$ cat config.mk
export PLATFORM = sky130hd
export DESIGN_NAME = acc_drain
export DESIGN_NICKNAME = d
export VERILOG_FILES = /design/src/rtl/acc_drain.sv
export SDC_FILE = /design/constraint.sdc
export NUM_CORES = 1
export LEC_CHECK = 0
export CORE_MARGIN = 8
export CORE_UTILIZATION = 30
export CTS_BUF_LIST = sky130_fd_sc_hd__clkbuf_4 sky130_fd_sc_hd__clkbuf_8
export CTS_CLUSTER_SIZE = 16
export DETAILED_ROUTE_END_ITERATION = 7
export PLACE_DENSITY = 0.54
export SYNTH_ARGS = -nofsm -noshare
export SYNTH_HDL_FRONTEND = slang
export SYNTH_SLANG_ARGS = --single-unit
$ cat constraint.sdc
create_clock -name clock -period 3.4 [get_ports clock]
set_input_delay 0.34 -clock clock [delete_from_list [all_inputs] [get_ports clock]]
set_output_delay 0.34 -clock clock [all_outputs]
set_load 0.02 [all_outputs]
$ cat src/rtl/acc_drain.sv
// ---------------------------------------------------------------------------
// acc_drain
//
// Drains the end-of-row accumulator chains of a ROWS x COLS PE array.
// A start request broadcasts a one-cycle shift_acc capture pulse to every PE.
// The controller then collects COLS words from each row chain into a local
// buffer and streams them out row-major over a valid/ready handshake.
//
// Each row chain delivers its words last column first. The first word that
// row r delivers is therefore its column COLS-1 value. Rows fill
// independently and may be skewed by any number of cycles.
//
// Ports:
//   clock          rising-edge clock
//   resetn         asynchronous active-low reset
//   start          single-cycle drain request (ignored while busy)
//   shift_acc      capture pulse to every PE (high for the single SHIFT cycle)
//   row_acc        end-of-row chain words, row r in bits [32r+31:32r]
//   row_acc_valid  per-row word valid
//   out_data       drained word
//   out_row        row index of out_data
//   out_col        column index of out_data
//   out_valid      out_data valid
//   out_ready      consumer accepts out_data
//   busy           high in every state except IDLE
//   done           one-cycle pulse after the last word is accepted
//   overflow       sticky: a row delivered more than COLS words
// ---------------------------------------------------------------------------
module acc_drain #(
    parameter int ROWS = 4,
    parameter int COLS = 4,
    localparam int RW = (ROWS > 1) ? $clog2(ROWS) : 1,
    localparam int CW = (COLS > 1) ? $clog2(COLS) : 1
) (
    input  logic                 clock,
    input  logic                 resetn,
    input  logic                 start,
    output logic                 shift_acc,
    input  logic [32*ROWS-1:0]   row_acc,
    input  logic [ROWS-1:0]      row_acc_valid,
    output logic [31:0]          out_data,
    output logic [RW-1:0]        out_row,
    output logic [CW-1:0]        out_col,
    output logic                 out_valid,
    input  logic                 out_ready,
    output logic                 busy,
    output logic                 done,
    output logic                 overflow
);

    // Per-row word counters must be able to hold the value COLS itself.
    localparam int NW = $clog2(COLS + 1);
    localparam logic [NW-1:0] CNT_FULL = NW'(COLS);
    localparam logic [NW-1:0] CNT_LAST = NW'(COLS - 1);
    localparam logic [CW-1:0] COL_LAST = CW'(COLS - 1);
    localparam logic [RW-1:0] ROW_LAST = RW'(ROWS - 1);

    typedef enum logic [1:0] {
        IDLE    = 2'd0,
        SHIFT   = 2'd1,
        COLLECT = 2'd2,
        EMIT    = 2'd3
    } state_t;

    state_t          state;
    logic [NW-1:0]   count [ROWS];
    logic [31:0]     buffer [ROWS][COLS];

    logic [ROWS-1:0] wr_en;
    logic [ROWS-1:0] ovf_hit;
    logic [ROWS-1:0] full_next;
    logic [CW-1:0]   wr_col [ROWS];

    // Per-row collect control. Words are accepted only while collecting.
    // A word on a row that already holds COLS words is dropped and flagged.
    generate
        for (genvar gi = 0; gi < ROWS; gi++) begin : g_row
            assign wr_en[gi]   = (state == COLLECT) && row_acc_valid[gi] &&
                                 (count[gi] != CNT_FULL);
            assign ovf_hit[gi] = (state == COLLECT) && row_acc_valid[gi] &&
                                 (count[gi] == CNT_FULL);
            // The chain delivers the highest column first.
            assign wr_col[gi]  = COL_LAST - CW'(count[gi]);
            // The row is complete after this edge, either already or by this write.
            assign full_next[gi] = (count[gi] == CNT_FULL) ||
                                   (wr_en[gi] && (count[gi] == CNT_LAST));
        end
    endgenerate

    // Word buffer. It is not reset; the counters decide what is valid.
    always_ff @(posedge clock) begin
        for (int r = 0; r < ROWS; r++) begin
            if (wr_en[r]) begin
                buffer[r][wr_col[r]] <= row_acc[32*r +: 32];
            end
        end
    end

    // EMIT is entered on the same edge that stores the final word.
    // That final word may be entry [0][0] (row 0's last delivery).
    // In that case it is forwarded straight into out_data.
    logic [31:0] first_word;
    assign first_word = (wr_en[0] && (wr_col[0] == '0)) ? row_acc[31:0]
                                                         : buffer[0][0];

    // Row-major index advance for the emit stream.
    logic          last_word;
    logic [RW-1:0] next_row;
    logic [CW-1:0] next_col;

    assign last_word = (out_row == ROW_LAST) && (out_col == COL_LAST);

    always_comb begin
        next_row = out_row;
        next_col = out_col + 1'b1;
        if (out_col == COL_LAST) begin
            next_col = '0;
            next_row = out_row + 1'b1;
        end
    end

    // Control FSM. All outputs are registered.
    always_ff @(posedge clock or negedge resetn) begin
        if (!resetn) begin
            state     <= IDLE;
            shift_acc <= 1'b0;
            out_valid <= 1'b0;
            busy      <= 1'b0;
            done      <= 1'b0;
            overflow  <= 1'b0;
            out_data  <= '0;
            out_row   <= '0;
            out_col   <= '0;
            for (int r = 0; r < ROWS; r++) begin
                count[r] <= '0;
            end
        end else begin
            done      <= 1'b0;
            shift_acc <= 1'b0;
            overflow  <= overflow | (|ovf_hit);

            case (state)
                IDLE: begin
                    if (start) begin
                        state     <= SHIFT;
                        shift_acc <= 1'b1;
                        busy      <= 1'b1;
                    end
                end

                SHIFT: begin
                    for (int r = 0; r < ROWS; r++) begin
                        count[r] <= '0;
                    end
                    state <= COLLECT;
                end

                COLLECT: begin
                    for (int r = 0; r < ROWS; r++) begin
                        if (wr_en[r]) begin
                            count[r] <= count[r] + 1'b1;
                        end
                    end
                    if (&full_next) begin
                        state     <= EMIT;
                        out_valid <= 1'b1;
                        out_data  <= first_word;
                        out_row   <= '0;
                        out_col   <= '0;
                    end
                end

                EMIT: begin
                    if (out_ready) begin
                        if (last_word) begin
                            state     <= IDLE;
                            out_valid <= 1'b0;
                            busy      <= 1'b0;
                            done      <= 1'b1;
                            out_data  <= '0;
                            out_row   <= '0;
                            out_col   <= '0;
                        end else begin
                            out_row  <= next_row;
                            out_col  <= next_col;
                            out_data <= buffer[next_row][next_col];
                        end
                    end
                end

                default: state <= IDLE;
            endcase
        end
    end

endmodule

==> Yosys cells after proc, flatten, opt, wreduce, memory -nomap -nowiden <==
Memories as Yosys holds them, arrays and structs flattened.
Index checks and enable logic that the tools add are counted.
{ "word_totals": {"in_bits": 136, "reg_bits": 55, "n_memories": 1, "ram_bits": 512} }
{ "memory_table": {"columns": ["memory", "depth", "width", "read_ports", "rd_ports_with_merged_regs", "wr", "line", "source"], "rows": [
  ["buffer", 4, 128, 2, 0, 4, "67", "logic [31:0] buffer [ROWS][COLS];"]
]} }
{ "op_classes": {"addsub": 10, "bitwise_logic": 6, "reduce_logical": 41, "eq_ne": 25, "order_cmp": 9, "muxes": 54} }
{ "ops": {"columns": ["cell", "count"], "rows": [
  ["128-bit two-way mux", 4],
  ["32-bit two-way mux", 10],
  ["32-bit demux with 2-bit select", 4],
  ["32-bit binary-select mux with 2-bit select", 1],
  ["32-bit case mux with 2 select lines", 1],
  ["12-bit case mux with 2 select lines", 1],
  ["1-bit logical AND", 22],
  ["2-bit two-way mux", 11],
  ["4-bit AND reduction", 4],
  ["3-bit >= comparator, second input constant", 5],
  ["2-bit inverter with 3-bit output", 5],
  ["2-bit inequality test, second input constant", 7],
  ["1-bit two-way mux", 13],
  ["3-bit by 1-bit adder with 3-bit output, second input constant", 4],
  ["3-bit by 2-bit equality test with 1-bit output, second input constant", 4],
  ["3-bit equality test, second input constant", 4],
  ["3-bit by 1-bit less-than comparator with 1-bit output, second input constant", 4],
  ["3-bit two-way mux", 4],
  ["3-bit inequality test, second input constant", 4],
  ["2-bit equality test, second input constant", 4],
  ["2-bit case mux with 2 select lines", 2],
  ["2-bit case mux with 4 select lines", 1],
  ["2-bit AND reduction", 4],
  ["2-bit subtractor, first input constant", 4],
  ["other kinds (10)", 18]
]} }

==> Depth between registers and ports, before layout <==
Gate-level depths: netlist of the first run.
{ "depth": {"ltp_word": 9, "depth_mapped": 10, "ltp_nobuf": 7} }

==> Worst setup path before layout of the first run <==
No wires, ideal clock.
{ "synth_timing": {"path_kind": "register to register", "start": "register state[0]", "end": "memory buffer[2][100] (netlist name), enable pin", "stages_incl_launch_ff": 8, "synth_period_minus_slack_ps": 2656, "arrival_time_ps": 2264, "slack_ps": 744, "path_cell_list": "dfrtp_1 -> inv_1 -> ha_1 -> buf_4 -> buf_2 -> nand2_1 -> a21oi_1 -> and2_1"} }
{ "synth_lines": {"columns": ["element", "line", "source"], "rows": [
  ["from (decl)", "65", "state_t state;"],
  ["from (signal assigned)", "125", "state <= IDLE;"],
  ["from (signal assigned)", "145", "state <= SHIFT;"],
  ["from (signal assigned)", "155", "state <= COLLECT;"],
  ["to (decl)", "67", null]
]} }

==> Worst setup path in the final report of the first run <==
{ "layout_timing": {"start": "register out_row[0]", "end": "output out_row[0]"} }
{ "layout_lines": {"columns": ["element", "line", "source"], "rows": [
  ["from (decl)", "42", "output logic [RW-1:0] out_row,"],
  ["from (signal assigned)", "184", "out_row <= next_row;"]
]} }
No word-level cell between the ends.

==> results.cfg, run 1 <==
[run_status]
outcome = completed

[synthesis]
number_of_different_library_cells_in_the_post_synthesis_netlist = 58
syn_inst = 1541
synth.yosys.seq_area_share = 0.659
synth_flop_cell = edfxtp_1
yosysWarnings = 0
ys_seq_elements = 567
async_reset_ff_frac = 0.0970
synth.cell_area_um2 = 25400
synth-edff-count = 512
synthesis.area_per_instance_um2 = 16.5
synth_fp_nets = 1704

[place]
gp_congestion = 0.791
dpl.hpwl_um = 51300
placed_area_um2 = 28800
port_buffers = 176
post-place-ws_ps = 502
dp.cells = 2799

[finish]
drive_gt1_frac = 0.238
stdcell_area_um2 = 30800
mostFrequentLayoutCell = edfxtp_1
number_of_nets_in_the_layout = 1925
layoutNonFillerInstCount = 2983
layout.cells.most_common_list = 512 x edfxtp_1, 175 x clkdlybuf4s50_1, 111 x mux4_2
num-fill-cells = 7780
final_util = 0.368
syn2layout_area_growth_pct = 21.4

[floorplanning]
die_height_um = 307
design.die.area_um2 = 94200
fp.coreArea_um2 = 83700
floorplan.rows = 106
floorplan.die.width_um = 307
initial_utilization = 0.304
num_io_pins = 177

[critical_path]
max_stage_delay_ps = 790
worstPathRequired_ps = 3060
rr_endpoint = out_data[8]$_DFFE_PN0P_
r2r_setup_slk_ps = 510
cp-start-kind = flip-flop
path_class = reg -> out
timing.critical_path.to_type = primary output
timing.critical_path.slowest_stage_cell = clkdlybuf4s50_1
worstRegToRegCells = 9
cp_data_arrival_time_ps = 2740
crit_chain = buf_16 -> clkdlybuf4s50_1
cp.buffers_inverters = 2
critical_path.reg2reg.startpoint = state[0]$_DFFE_PN0P_
worst_path_dominant_cell_family = buffers and inverters
critical_path.max_fanout = 141

[grt]
grt_overflow_total = 0
grt_pass1_vias = 16853
first_pass_grt_wire_length_um = 120000
grt_use_total = 0.175
grt_antenna_before_repair = 6
grt_start_max_net_pins = 142

[hold_path]
hold-path-endpoint = shift_acc$_DFF_PN0_
hold-path-cell-count = 2
worst_hold_path_type = in -> reg
holdCritStartpoint = start

[routing]
route.antenna.remaining_nets = 0
remaining_drc_errors = 0
drt_first_pass_iters = 5
wl_um = 84700
vias_post_dr = 16126
initialDrtViolationCount = 1462
route.detailed.wl_per_inst_um = 28.4
routed_via_density = 5.41

[power]
power_switching_share = 0.311
pwr_density_cell_nw_per_um2 = 669
comb_power_share = 0.258
pwr-share-seq = 0.429
vdd.ir_drop.worst_v = 0.000398
cellLeakagePower_nw = 9.51
clock_power_share = 0.313
power_switching_mw = 6.41
total_power_mw = 20.6
cell_internal_pwr_mw = 14.2

[sta]
rsz_0062_raised_after_global_routing = no
fraction_of_the_cycle_the_final_worst_path_needs = 0.906
hold_violations = 0
final.min_clock_period_ps = 3080
setup_viol = 0
fin_setup_tns_ps = 0
slew_headroom = 0.251
timing_worst_slew_pin_value_ps = 1120
timing_max_transition_violations_final = 0
fmax_ghz = 0.325
fin_skew_ps = 29.9
final.setup.worst_slack_ps = 319
hold_ws_ps = 285

[clocking]
cts_root_buffer = clkbuf_8
clock_tree_from_tritoncts = built
cts_setup_buffers = 0
clock_latency_ps = 700
clkSlewWorstSetupHoldPaths_ps = 60
cts.path.max_buffers = 3
ctsHtreeMaxLevel = 3
cts.sinks = 567
cts_made_buffers = 95

[flow_run]
cap_viol_max_count = 0
## final cells by class
type	count	area (µm²)	area share
clock buffers	140	1740	0.0564
inverters	17	63.8	0.00207
clock inverters	37	303	0.00982
flip-flops and latches	567	16800	0.544
repair buffers	243	2550	0.0826
multi-input cells	838	7980	0.259
well taps	1134	1420	0.0460
diodes	7	17.5	0.000568
## metal layers
metal  wire length [µm]  GRT usage  vias up  share of wire
li1                   -          -     6833              -
met4               2100     0.0565        4          0.025
met2              40500      0.286      743           0.48
met1              35600      0.229     8407           0.42
met5                 27          0        -        0.00032
met3               6460     0.0432      139          0.076
## state kept, by name, indices dropped and copies added (netlist names)
| register | flops |
|---|---|
| buffer | 512 |
| out_data | 32 |
| count | 12 |
| out_col | 2 |
| out_row | 2 |
| state | 2 |
| busy | 1 |
| done | 1 |
| out_valid | 1 |
| overflow | 1 |
| shift_acc | 1 |
## how the worst max path moves through the flow
| stage | startpoint | endpoint | slack [ps] | cells after the start |
|---|---|---|---|---|
| final | out_row[0]$_DFFE_PN0P_ | out_row[0] | 320 | 2 |
| after detailed placement | out_row[0]$_DFFE_PN0P_ | out_data[22]$_DFFE_PN0P_ | 500 | 6 |
| after floorplan | state[0]$_DFFE_PN0P_ | buffer[2][100]$_DFFE_PP_ | 740 | 7 |
| after global routing | out_row[0]$_DFFE_PN0P_ | out_row[0] | 200 | 2 |
| after CTS | out_row[0]$_DFFE_PN0P_ | out_row[0] | 350 | 2 |
| after global placement | out_row[0]$_DFFE_PN0P_ | out_data[21]$_DFFE_PN0P_ | 540 | 6 |
## cell families (layout without fill, tap and decap cells)
logic type               Yosys count  after routing  share of synthesized area
buffers and inverters            136            437                     0.0299
AND/OR/NAND/NOR                  238            238                     0.0564
other                              0              7                          0
AO/OA/AOI/OAI                    341            341                     0.0918
multiplexers                     230            230                      0.149
adder cells (fa/ha/maj)           27             27                     0.0133
flip-flops                       567            567                      0.659
XOR/XNOR                           2              2                   0.000690
## cells in the mapped netlist (11+ instances only)
| cell type | instances | area [µm²] |
|---|---|---|
| dfrtp_1 | 55 | 1380 |
| ha_1 | 27 | 338 |
| o211ai_1 | 20 | 150 |
| buf_4 | 16 | 120 |
| inv_1 | 16 | 60.1 |
| a22oi_1 | 20 | 150 |
| a31oi_1 | 11 | 68.8 |
| o32a_1 | 14 | 140 |
| buf_6 | 14 | 158 |
| nand3_1 | 15 | 75.1 |
| nor3_1 | 23 | 115 |
| mux2_2 | 63 | 709 |
| o21ai_0 | 40 | 200 |
| edfxtp_1 | 512 | 15400 |
| and2_1 | 20 | 125 |
| buf_2 | 58 | 290 |
| mux4_2 | 111 | 2500 |
| o22ai_1 | 89 | 557 |
| clkbuf_1 | 27 | 101 |
| o2111ai_1 | 27 | 236 |
| nor2_1 | 28 | 105 |
| or3b_1 | 47 | 412 |
| a211oi_1 | 13 | 97.6 |
| a21oi_1 | 27 | 135 |
| nand3b_1 | 28 | 210 |
| mux2i_1 | 54 | 541 |
| nand2_1 | 48 | 180 |
| o21ai_1 | 26 | 130 |
## power groups by stage
stage                     registers (mW)  clock network (mW)  logic, mW
after floorplan                     9.05                   0       2.80
final                               8.85                6.46       5.32
after CTS                           8.86                6.60       5.35
after global placement              8.97                   0       5.24
after global routing                8.92                6.88       5.65
after detailed placement            8.99                   0       5.34
## timing repair
action,4_1_cts,5_1_grt
endpoints found under the setup margin,1,0
endpoints found under the hold margin,55,0
hold buffers,1,0
resized for setup,1,0
No activity file was read; power rests on OpenSTA's default activity.
==> run 2, diff against run 1 <==
Settings changed: MAX_ROUTING_LAYER set to met4.
==> run 2 against run 1 <==
Routed wire length about the same. First-iteration DRC count increased by 5.8%. Largest power group unchanged. Critical path depth unchanged. Flip-flop and latch count unchanged. Global-route usage increased by 0.52 points. Sequential power about the same. Power about the same. Register-to-register slack about the same. Sequential share of layout area about the same. Hold slack got worse by 3.2 ps. Via count about the same.
==> results.cfg, run 2 (same netlist as run 1, synthesis figures left out) <==
[floorplanning]
die_height_um = 307
num_io_pins = 177
floorplan.die.width_um = 307
initial_utilization = 0.304
floorplan.rows = 106
design.die.area_um2 = 94200
fp.coreArea_um2 = 83700

[sta]
timing_worst_slew_pin_value_ps = 1120
rsz_0062_raised_after_global_routing = no
setup_viol = 0
final.min_clock_period_ps = 3120
fraction_of_the_cycle_the_final_worst_path_needs = 0.918
hold_violations = 0
fin_skew_ps = 33.1
slew_headroom = 0.252
fin_setup_tns_ps = 0
fmax_ghz = 0.320
timing_max_transition_violations_final = 0
hold_ws_ps = 282

[grt]
grt_antenna_before_repair = 6
grt_start_max_net_pins = 142
groute.layer.met3.usage = 0.0429
grt-busiest-layer = met2
gr-usage-met1 = 0.229
globalRouteMet2Util = 0.286
grt_pass1_vias = 16898
grt_use_total = 0.181
grt_overflow_total = 0
first_pass_grt_wire_length_um = 120000

[place]
dp.cells = 2799
dpl.hpwl_um = 51300
gp_congestion = 0.802
port_buffers = 176

[clocking]
cts.sinks = 567
ctsHtreeMaxLevel = 3
clock_latency_ps = 700
clock_tree_from_tritoncts = built
clkSlewWorstSetupHoldPaths_ps = 60
cts.path.max_buffers = 3
cts_setup_buffers = 0
cts_root_buffer = clkbuf_8
cts_made_buffers = 95

[critical_path]
cp_data_arrival_time_ps = 2780
critical_path.reg2reg.startpoint = out_row[0]$_DFFE_PN0P_
cp-start-kind = flip-flop
worstRegToRegCells = 6
timing.critical_path.to_type = primary output
critical_path.max_fanout = 141
r2r_setup_slk_ps = 500
rr_endpoint = out_data[18]$_DFFE_PN0P_
setup.worst_path.end = out_row[0]
crit_start = out_row[0]$_DFFE_PN0P_
path_class = reg -> out
worstPathRequired_ps = 3060

[power]
cellLeakagePower_nw = 9.51
pwr_density_cell_nw_per_um2 = 669
vdd.ir_drop.worst_v = 0.000402

[finish]
layout.cells.most_common_list = 512 x edfxtp_1, 175 x clkdlybuf4s50_1, 111 x mux4_2
drive_gt1_frac = 0.238
syn2layout_area_growth_pct = 21.4
num-fill-cells = 7778
layoutNonFillerInstCount = 2985
largest_reg_flops = 512
mostFrequentLayoutCell = edfxtp_1
number_of_nets_in_the_layout = 1925

[routing]
remaining_drc_errors = 0
vias_post_dr = 16133
routed_via_density = 5.40
drt_first_pass_iters = 6
initialDrtViolationCount = 1547
wl_um = 84700
route.detailed.wl_per_inst_um = 28.4
route.antenna.remaining_nets = 0

[run_status]
outcome = completed

[flow_run]
cap_viol_max_count = 0

[hold_path]
worst_hold_path_type = in -> reg
[run 2: changes by cell type in the layout (fill, tap and decap cells not counted)]
| cell | previous run | this run |
|---|---|---|
| diode_2 | 7 | 9 |
[run 2: where the power goes]
part           leakage (nW)  total, mW  switching [mW]  internal [mW]
registers              5.27       8.85           0.445           8.41
logic                  3.15       5.32            3.17           2.15
clock network          1.09       6.46            2.79           3.66
[run 2: worst min path at each step]
| stage | startpoint | end | depth (start not counted) |
|---|---|---|---|
| after floorplan | resetn | busy$_DFFE_PN0P_ | 0 |
| after global placement | overflow$_DFF_PN0_ | overflow$_DFF_PN0_ | 1 |
| after detailed placement | overflow$_DFF_PN0_ | overflow$_DFF_PN0_ | 1 |
| after CTS | start | shift_acc$_DFF_PN0_ | 2 |
| after global routing | start | shift_acc$_DFF_PN0_ | 2 |
| final | start | shift_acc$_DFF_PN0_ | 2 |
[run 2: metal layers]
metal	wire length, µm	part of all wire	up-vias
li1	-	-	6830
met1	35200	0.42	8432
met2	40500	0.48	727
met3	6800	0.080	144
met4	2090	0.025	0
met5	0	0	-
[run 2: repair_timing]
| item | in CTS | in global routing |
|---|---|---|
| hold endpoints to repair | 55 | 0 |
| hold buffers | 1 | 0 |
| endpoints found under the setup margin | 1 | 0 |
| gates resized for setup | 1 | 0 |
[run 2: final cells by class]
class                   instances  area (µm²)  share of cell area
flip-flops and latches        567       16800               0.543
repair buffers                243        2550              0.0826
clock buffers                 140        1740              0.0564
diodes                          9        22.5            0.000730
inverters                      17        63.8             0.00207
clock inverters                37         303             0.00982
well taps                    1134        1420              0.0460
multi-input cells             838        7980               0.259
[run 2: worst max-delay path: stages, from the launching register on]
cell and delay, ps:
dfrtp_4 450, buf_16 560, clkdlybuf4s50_1 810
[run 2: metrics by stage]
| stage | instance area (µm²) | power (mW) | utilization | setup slack, ps |
|---|---|---|---|---|
| finish | 30800 | 20.6 | 0.368 | 279 |
| CTS | 30800 | 20.8 | 0.368 | 346 |
| global placement | 28800 | 14.2 | 0.344 | 541 |
| detailed placement | 28800 | 14.3 | 0.344 | 502 |
| floorplan | 25400 | 11.9 | - | 744 |
| global route | 30800 | 21.5 | 0.368 | 193 |
==> run 3, diff against run 2 <==
Settings changed: MAX_ROUTING_LAYER met4 to unset.
==> results of run 3 <==
No change in the layout: final DEF, timing and power equal those of run 1.
